<file path="src/rtl/div_radix2_pkg.sv">
`default_nettype none
// ============================================================================
//  Module   : div_radix2_pkg
//  Purpose  : Shared FSM encodings and DIV/DIVU ALU-control codes for the
//             EX-stage divider and the decoder.
//  Revision : 1.0  initial release
// ============================================================================
package div_radix2_pkg;

    localparam int DIV_WIDTH = 32;

    localparam logic [1:0] DIV_IDLE = 2'd0;
    localparam logic [1:0] DIV_BUSY = 2'd1;
    localparam logic [1:0] DIV_DONE = 2'd2;

    // ALU-control codes follow the MIPS funct field so decode can pass it through.
    localparam logic [5:0] ALU_DIV  = 6'h1A;
    localparam logic [5:0] ALU_DIVU = 6'h1B;

    function automatic logic is_div_op(input logic [5:0] alu_ctrl);
        return (alu_ctrl == ALU_DIV) || (alu_ctrl == ALU_DIVU);
    endfunction

    function automatic logic is_signed_div(input logic [5:0] alu_ctrl);
        return alu_ctrl == ALU_DIV;
    endfunction

endpackage
`default_nettype wire

</file>
<file path="src/rtl/div_radix2_if.sv">
`default_nettype none
// ============================================================================
//  Module   : div_radix2_if
//  Purpose  : EX-stage <-> divider bundle: launch/operands/annul in, stall,
//             ready pulse and {HI,LO} result out.
//  Revision : 1.0  initial release
// ============================================================================
interface div_radix2_if
    import div_radix2_pkg::*;
#(
    parameter int WIDTH = DIV_WIDTH
);
    logic               startE;
    logic               signedE;
    logic [WIDTH-1:0]   srcaE;
    logic [WIDTH-1:0]   srcbE;
    logic               annulE;
    logic               div_stallE;
    logic               div_readyE;
    logic [2*WIDTH-1:0] div_resultE;

    modport master (
        output startE, signedE, srcaE, srcbE, annulE,
        input  div_stallE, div_readyE, div_resultE
    );

    modport slave (
        input  startE, signedE, srcaE, srcbE, annulE,
        output div_stallE, div_readyE, div_resultE
    );
endinterface
`default_nettype wire

</file>
<file path="src/rtl/div_radix2_step.sv">
`default_nettype none
// ============================================================================
//  Module   : div_radix2_step
//  Purpose  : One combinational restoring-division iteration on {rem,quo}.
//  Revision : 1.0  initial release
// ============================================================================
module div_radix2_step
    import div_radix2_pkg::*;
#(
    parameter int WIDTH = DIV_WIDTH
) (
    input  logic [WIDTH-1:0] rem,
    input  logic [WIDTH-1:0] quo,
    input  logic [WIDTH-1:0] divisor,
    output logic [WIDTH-1:0] rem_next,
    output logic [WIDTH-1:0] quo_next
);
    logic [WIDTH:0]   rem_sh;
    logic [WIDTH+1:0] diff;
    logic [WIDTH:0]   rem_sel;
    logic             borrow;
    logic             unused_rem_top;

    // rem < divisor always, so the shifted remainder needs one extra bit
    // and the trial subtract is WIDTH+1 bits plus its borrow.
    assign rem_sh  = {rem, quo[WIDTH-1]};
    assign diff    = {1'b0, rem_sh} - {2'b00, divisor};
    assign borrow  = diff[WIDTH+1];
    assign rem_sel = borrow ? rem_sh : diff[WIDTH:0];

    assign rem_next       = rem_sel[WIDTH-1:0];
    assign quo_next       = {quo[WIDTH-2:0], ~borrow};
    // The selected remainder is always below the divisor, so its top bit is zero.
    assign unused_rem_top = rem_sel[WIDTH];

endmodule
`default_nettype wire

</file>
<file path="src/rtl/div_radix2.sv">
`default_nettype none
// ============================================================================
//  Module   : div_radix2
//  Purpose  : Multi-cycle radix-2 restoring divider for DIV/DIVU in EX;
//             returns {HI=remainder, LO=quotient} and stalls F/D/E meanwhile.
//  Revision : 1.0  initial release
// ============================================================================
module div_radix2
    import div_radix2_pkg::*;
#(
    parameter int WIDTH = DIV_WIDTH
) (
    input  logic         clk,
    input  logic         rst,
    div_radix2_if.slave  dif
);
    localparam int CNT_W = $clog2(WIDTH) + 1;

    logic [1:0]         state_q,  state_d;
    logic [CNT_W-1:0]   cnt_q,    cnt_d;
    logic [WIDTH-1:0]   rem_q,    rem_d;
    logic [WIDTH-1:0]   quo_q,    quo_d;
    logic [WIDTH-1:0]   dvsr_q,   dvsr_d;
    logic               sgn_q,    sgn_d;
    logic               qsign_q,  qsign_d;
    logic               rsign_q,  rsign_d;
    logic [2*WIDTH-1:0] result_q, result_d;

    logic [WIDTH-1:0]   step_rem;
    logic [WIDTH-1:0]   step_quo;
    logic [WIDTH-1:0]   fix_rem;
    logic [WIDTH-1:0]   fix_quo;
    logic               kill;

    function automatic logic [WIDTH-1:0] magnitude(input logic [WIDTH-1:0] v,
                                                   input logic             sgn);
        return (sgn && v[WIDTH-1]) ? -v : v;
    endfunction

    div_radix2_step #(
        .WIDTH    (WIDTH)
    ) u_step (
        .rem      (rem_q),
        .quo      (quo_q),
        .divisor  (dvsr_q),
        .rem_next (step_rem),
        .quo_next (step_quo)
    );

    assign fix_quo = (sgn_q && qsign_q) ? -step_quo : step_quo;
    assign fix_rem = (sgn_q && rsign_q) ? -step_rem : step_rem;

    always_comb begin
        state_d  = state_q;
        cnt_d    = cnt_q;
        rem_d    = rem_q;
        quo_d    = quo_q;
        dvsr_d   = dvsr_q;
        sgn_d    = sgn_q;
        qsign_d  = qsign_q;
        rsign_d  = rsign_q;
        result_d = result_q;

        case (state_q)
            DIV_IDLE: begin
                if (dif.startE) begin
                    state_d = DIV_BUSY;
                    cnt_d   = '0;
                    rem_d   = '0;
                    quo_d   = magnitude(dif.srcaE, dif.signedE);
                    dvsr_d  = magnitude(dif.srcbE, dif.signedE);
                    sgn_d   = dif.signedE;
                    qsign_d = dif.srcaE[WIDTH-1] ^ dif.srcbE[WIDTH-1];
                    rsign_d = dif.srcaE[WIDTH-1];
                end
            end
            DIV_BUSY: begin
                rem_d = step_rem;
                quo_d = step_quo;
                cnt_d = cnt_q + 1'b1;
                // Result is registered on the final step so it is valid throughout DONE.
                if (cnt_q == CNT_W'(WIDTH-1)) begin
                    state_d  = DIV_DONE;
                    result_d = {fix_rem, fix_quo};
                end
            end
            DIV_DONE: state_d = DIV_IDLE;
            default:  state_d = DIV_IDLE;
        endcase

        if (dif.annulE) begin
            state_d  = DIV_IDLE;
            result_d = result_q;
        end
    end

    always_ff @(posedge clk) begin
        if (rst) begin
            state_q  <= DIV_IDLE;
            cnt_q    <= '0;
            rem_q    <= '0;
            quo_q    <= '0;
            dvsr_q   <= '0;
            sgn_q    <= 1'b0;
            qsign_q  <= 1'b0;
            rsign_q  <= 1'b0;
            result_q <= '0;
        end else begin
            state_q  <= state_d;
            cnt_q    <= cnt_d;
            rem_q    <= rem_d;
            quo_q    <= quo_d;
            dvsr_q   <= dvsr_d;
            sgn_q    <= sgn_d;
            qsign_q  <= qsign_d;
            rsign_q  <= rsign_d;
            result_q <= result_d;
        end
    end

    assign kill            = dif.annulE | rst;
    assign dif.div_stallE  = ~kill & (((state_q == DIV_IDLE) & dif.startE) |
                                      (state_q == DIV_BUSY));
    assign dif.div_readyE  = ~kill & (state_q == DIV_DONE);
    assign dif.div_resultE = result_q;

endmodule
`default_nettype wire
</file>
<file path="src/flat_wrapper.sv">
// flat-port wrapper written by rule: the top's interface ports become plain ports
module div_radix2_flat import div_radix2_pkg::*;
#(
    parameter int WIDTH = DIV_WIDTH
)
  (clk, rst, dif_startE, dif_signedE, dif_srcaE, dif_srcbE, dif_annulE, dif_div_stallE, dif_div_readyE, dif_div_resultE);
  div_radix2_if #(.WIDTH(WIDTH)) dif_i ();
  input  logic clk;
  input  logic rst;
  input wire logic [$bits(dif_i.startE)-1:0] dif_startE;
  input wire logic [$bits(dif_i.signedE)-1:0] dif_signedE;
  input wire logic [$bits(dif_i.srcaE)-1:0] dif_srcaE;
  input wire logic [$bits(dif_i.srcbE)-1:0] dif_srcbE;
  input wire logic [$bits(dif_i.annulE)-1:0] dif_annulE;
  output wire logic [$bits(dif_i.div_stallE)-1:0] dif_div_stallE;
  output wire logic [$bits(dif_i.div_readyE)-1:0] dif_div_readyE;
  output wire logic [$bits(dif_i.div_resultE)-1:0] dif_div_resultE;
  assign dif_i.startE = dif_startE;
  assign dif_i.signedE = dif_signedE;
  assign dif_i.srcaE = dif_srcaE;
  assign dif_i.srcbE = dif_srcbE;
  assign dif_i.annulE = dif_annulE;
  assign dif_div_stallE = dif_i.div_stallE;
  assign dif_div_readyE = dif_i.div_readyE;
  assign dif_div_resultE = dif_i.div_resultE;
  div_radix2 #(.WIDTH(WIDTH)) u_core (.clk(clk), .rst(rst), .dif(dif_i));
endmodule
</file>
<file path="config.mk">
export PLATFORM = sky130hd
export DESIGN_NAME = div_radix2_flat
export DESIGN_NICKNAME = d
export VERILOG_FILES = /design/src/rtl/div_radix2_pkg.sv /design/src/rtl/div_radix2_if.sv /design/src/rtl/div_radix2_step.sv /design/src/rtl/div_radix2.sv /design/src/flat_wrapper.sv
export SDC_FILE = /design/constraint.sdc
export NUM_CORES = 1
export LEC_CHECK = 0
export BUFFER_PORTS_ARGS = -buffer_cell sky130_fd_sc_hd__buf_2
export CORE_ASPECT_RATIO = 2
export CORE_MARGIN = 5
export CORE_UTILIZATION = 40
export CTS_CLUSTER_SIZE = 10
export DETAILED_ROUTE_END_ITERATION = 12
export PLACE_DENSITY_LB_ADDON = 0.08
export SYNTH_ARGS = -nofsm -noshare
export SYNTH_HDL_FRONTEND = slang
export SYNTH_HIERARCHICAL = 1
export SYNTH_SLANG_ARGS = --single-unit
export TNS_END_PERCENT = 30
</file>
<file path="constraint.sdc">
create_clock -name clk -period 9.59 [get_ports clk]
set_clock_uncertainty 0.1 [all_clocks]
set_input_delay 1.4385 -clock clk [delete_from_list [all_inputs] [get_ports clk]]
set_output_delay 1.4385 -clock clk [all_outputs]
set_load 0.05 [all_outputs]
</file>
==> summary.log <==
qor: yosys.synth_area_leader_cell sky130_fd_sc_hd__dfxtp_1
qor: placed_design.gp_routability_congestion 0.922
qor: floorplan.pin_count 135
qor: critical_path.critical_path.slowest_cell sky130_fd_sc_hd__nor4_2
qor: clock_network.cts_sinks 171
qor: drt.detail-route-antenna-nets 0
qor: floorplan.rows 90
qor: run_status.run_status finished, final reports clean
qor: sta.final.min_clock_period 5.01 ns
qor: yosys.synth_edf_count 0
qor: layout.finalNetCount 1,737
qor: sta.fin_hold_ws 0.349 ns
qor: yosys.yosysTopAreaCellShare 28.3%
qor: critical_path.worstPathCellList inv_1, ha_1, a21oi_1, nand2_1, o21ai_1, a311oi_2, nor3_4, buf_4, inv_2, mux2_2, nor4_1, nand4b_1, nor4_2, nor4_1, a311o_1
qor: sta.setup_total_negative_slack 0 ns
qor: sta.timing.slew.headroom 15.8%
qor: yosys.synth_top_cells_by_area sky130_fd_sc_hd__dfxtp_1, sky130_fd_sc_hd__a21oi_1, sky130_fd_sc_hd__nand2_1
qor: floorplan.die-area 0.0340 sq mm
qor: critical_path.critical_path.endpoint u_core/dif.div_resultE[61]$_SDFFE_PP0P_
qor: critical_path.r2r_start u_core/dvsr_q[4]$_SDFFE_PP0P_
qor: critical_path.start_kind flop
qor: global_route.grt_max_degree 86
qor: critical_path.critical_path_class reg -> reg
qor: drt.dr_total_vias 11,800
qor: sta.timing.final.hold_violations 0
qor: sta.final_critical_path_setup_slack 4.58 ns
qor: clock_network.clkSlewWorstSetupHoldPaths 0.07 ns
qor: clock_network.number_of_levels_in_the_clock_h_tree 4
qor: layout.final_core_utilization 44.2%
qor: global_route.globalRouteTotalUtil 21.4%
qor: clock_network.cts_hold_buffers 0
qor: placed_design.hpwlAfterDp 27,800 microns
qor: global_route.antenna_found_initial 0
qor: critical_path.worstRegToRegCells 15
qor: sta.achievable-frequency 200 MHz
qor: floorplan.die_width 133 microns
qor: clock_network.post_cts.resized_instances 0
qor: power_and_ir_drop.static-leakage-power 5.07 nW
qor: sta.final_min_period_over_clock_period 52.2%
qor: sta.max_slew.worst_pin.slew 1.26 ns
qor: critical_path.arrival 5.24 ns
qor: global_route.grt_overflow 0
qor: drt.detailed_route_wire_length 37,300 microns
qor: floorplan.initial_core_util 40.3%
qor: drt.dr.first_iter.drc_count 777
qor: critical_path.worstPathRequired 9.82 ns
qor: sta.drv_slew 0
qor: clock_network.later_pin_clock_latency_in_the_skew_report 0.45 ns
qor: clock_network.clk_path_buf_depth 2
qor: critical_path.timing.critical_path.from u_core/dvsr_q[4]$_SDFFE_PP0P_
qor: yosys.syn-instance-count 1,603
qor: sta.setup-violations-final 0
qor: floorplan.die_h 256 microns
qor: yosys.yosysSeqAreaShare 28.3%
qor: yosys.synth.yosys.warnings 6
qor: job.max-cap-violations 0
qor: yosys.yosysMostFrequentCell sky130_fd_sc_hd__nand2_1
qor: placed_design.place_worst_setup_slack 4.65 ns
qor: layout.n_fill_cell 3,106
qor: drt.viasPerCell 5.87
qor: critical_path.worst_setup_path_end_kind flop
qor: yosys.synth.top_cells.by_count sky130_fd_sc_hd__nand2_1, sky130_fd_sc_hd__dfxtp_1, sky130_fd_sc_hd__a21oi_1, sky130_fd_sc_hd__nor2_1, sky130_fd_sc_hd__clkbuf_1
qor: critical_path.r2r_setup_slack 4.58 ns
qor: yosys.netlist_area 0.0121 sq mm
qor: drt.drc_errors 0
qor: yosys.synth.avg_cell_area 7.53 sq um
qor: placed_design.portBuffers 134
qor: power_and_ir_drop.power.total 0.00182 W
qor: yosys.ys_seq_elements 171
qor: clock_network.cts-buffers-inserted 17
qor: critical_path.crit_path_max_incr_delay 0.49 ns
qor: critical_path.cpMostUsedCell sky130_fd_sc_hd__nor4_1
qor: sta.rsz0062_at_grt false
qor: yosys.yosys.cell_types.count 85
qor: clock_network.tritoncts done
qor: global_route.global_route_wire_length_before_repair 59,600 microns
qor: critical_path.timing.rr.end u_core/dif.div_resultE[61]$_SDFFE_PP0P_
qor: clock_network.postCtsSetupBuffers 0
qor: layout.final_layout_size_suffix_gt1_share 13.6%
qor: drt.first_pass_iteration_count_of_the_detailed_router 6
qor: floorplan.design.core.area 0.0300 sq mm
qor: critical_path.path_max_fanout 51
qor: power_and_ir_drop.max-vdd-ir-drop 0.125 mV
qor: layout.antenna_cells_inserted 0
qor: yosys.async_reset_ff_share 0%
qor: power_and_ir_drop.power_density 138 mW/mm^2
qor: drt.drt-wirelength-per-cell 18.6 microns
qor: yosys.ys_dominant_reg_cell sky130_fd_sc_hd__dfxtp_1
qor: yosys.synthesis.nets 1,710
qor: min_path.hp-class reg -> reg
qor: clock_network.clockRootBuffer sky130_fd_sc_hd__clkbuf_16
qor: layout.layout_overhead_on_the_synthesized_area 9.59%
qor: global_route.number_of_global_route_vias_before_repair 10,945
## cells by family (layout without fill, tap and decap cells)
kind of cell / count (synthesis) / in the layout / share of synthesized area [%]
AND/OR/NAND/NOR: 610 / 610 / 25.3
AO/OA/AOI/OAI: 466 / 466 / 25.7
buffers and inverters: 198 / 238 / 7.55
flip-flops: 171 / 171 / 28.3
XOR/XNOR: 96 / 96 / 6.96
adder cells (fa/ha/maj): 38 / 38 / 4.00
multiplexers: 24 / 24 / 2.10
## power breakdown
part	internal, W	switching (W)
Combinational	0.000121	0.000219
Sequential	0.000735	0.0000309
Clock	0.000397	0.000320
## state kept, by name (all words and copies together), names as in the netlist
name                    count
u_core/cnt_q                6
u_core/quo_q               32
u_core/qsign_q              1
u_core/sgn_q                1
u_core/state_q              2
u_core/rsign_q              1
u_core/dvsr_q              32
u_core/rem_q               32
u_core/dif.div_resultE     64
## how the worst min path moves through the flow
stage / slack (ns) / start / endpoint / cells past startpoint
floorplan: 0.34 / u_core/quo_q[0]$_SDFFE_PP0P_ / u_core/quo_q[0]$_SDFFE_PP0P_ / 2
global placement: 0.34 / u_core/dif.div_resultE[16]$_SDFFE_PP0P_ / u_core/dif.div_resultE[16]$_SDFFE_PP0P_ / 2
detailed placement: 0.34 / u_core/dif.div_resultE[13]$_SDFFE_PP0P_ / u_core/dif.div_resultE[13]$_SDFFE_PP0P_ / 2
CTS: 0.35 / u_core/dif.div_resultE[0]$_SDFFE_PP0P_ / u_core/dif.div_resultE[0]$_SDFFE_PP0P_ / 2
global route: 0.38 / u_core/dif.div_resultE[0]$_SDFFE_PP0P_ / u_core/dif.div_resultE[0]$_SDFFE_PP0P_ / 2
finish: 0.35 / u_core/dif.div_resultE[0]$_SDFFE_PP0P_ / u_core/dif.div_resultE[0]$_SDFFE_PP0P_ / 2
## per-stage QoR
stage,cell area (sq um),instances
floorplan,12100,1603
global placement,12600,1979
detailed placement,12600,1979
CTS,13200,2011
global route,13200,2011
finish,13200,2011
## routing by layer
layer | GRT usage, % | up-vias | part of all wire (%)
met5 | 0 | - | 0
met4 | 5.58 | 0 | 1.3
met3 | 3.34 | 34 | 4.5
met2 | 33.2 | 325 | 46
met1 | 30.7 | 5522 | 48
li1 | - | 5919 | -
## cell usage in the layout, fill, tap and decap left out, types with 28 or more instances in the layout
cell,count
sky130_fd_sc_hd__nor3_1,40
sky130_fd_sc_hd__nand2_1,173
sky130_fd_sc_hd__inv_1,58
sky130_fd_sc_hd__buf_2,133
sky130_fd_sc_hd__a21oi_1,145
sky130_fd_sc_hd__ha_1,37
sky130_fd_sc_hd__and3_1,31
sky130_fd_sc_hd__o22ai_1,28
sky130_fd_sc_hd__nor4_1,45
sky130_fd_sc_hd__a211oi_1,54
sky130_fd_sc_hd__dfxtp_1,171
sky130_fd_sc_hd__o21ai_0,67
sky130_fd_sc_hd__xnor2_1,47
sky130_fd_sc_hd__nor2_1,138
sky130_fd_sc_hd__nand3_1,68
sky130_fd_sc_hd__xor2_1,49
## cell type report
class | instances | area [sq um] | area share (%)
Timing Repair Buffer | 146 | 763 | 5.77
Multi-Input combinational cell | 1234 | 7760 | 58.6
Clock inverter | 13 | 160 | 1.21
Clock buffer | 19 | 443 | 3.35
Sequential cell | 171 | 3420 | 25.9
Tap cell | 368 | 460 | 3.48
Inverter | 60 | 225 | 1.70
## worst max-delay path, delay by kind of cell (launching register included)
kind / cells / cell delay [ns]
AO/OA/AOI/OAI: 4 / 1.16
multiplexers: 1 / 0.41
AND/OR/NAND/NOR: 6 / 1.66
flip-flops: 1 / 0.34
adder cells (fa/ha/maj): 1 / 0.40
buffers and inverters: 3 / 0.81
No activity file was read; power rests on OpenSTA's default activity.
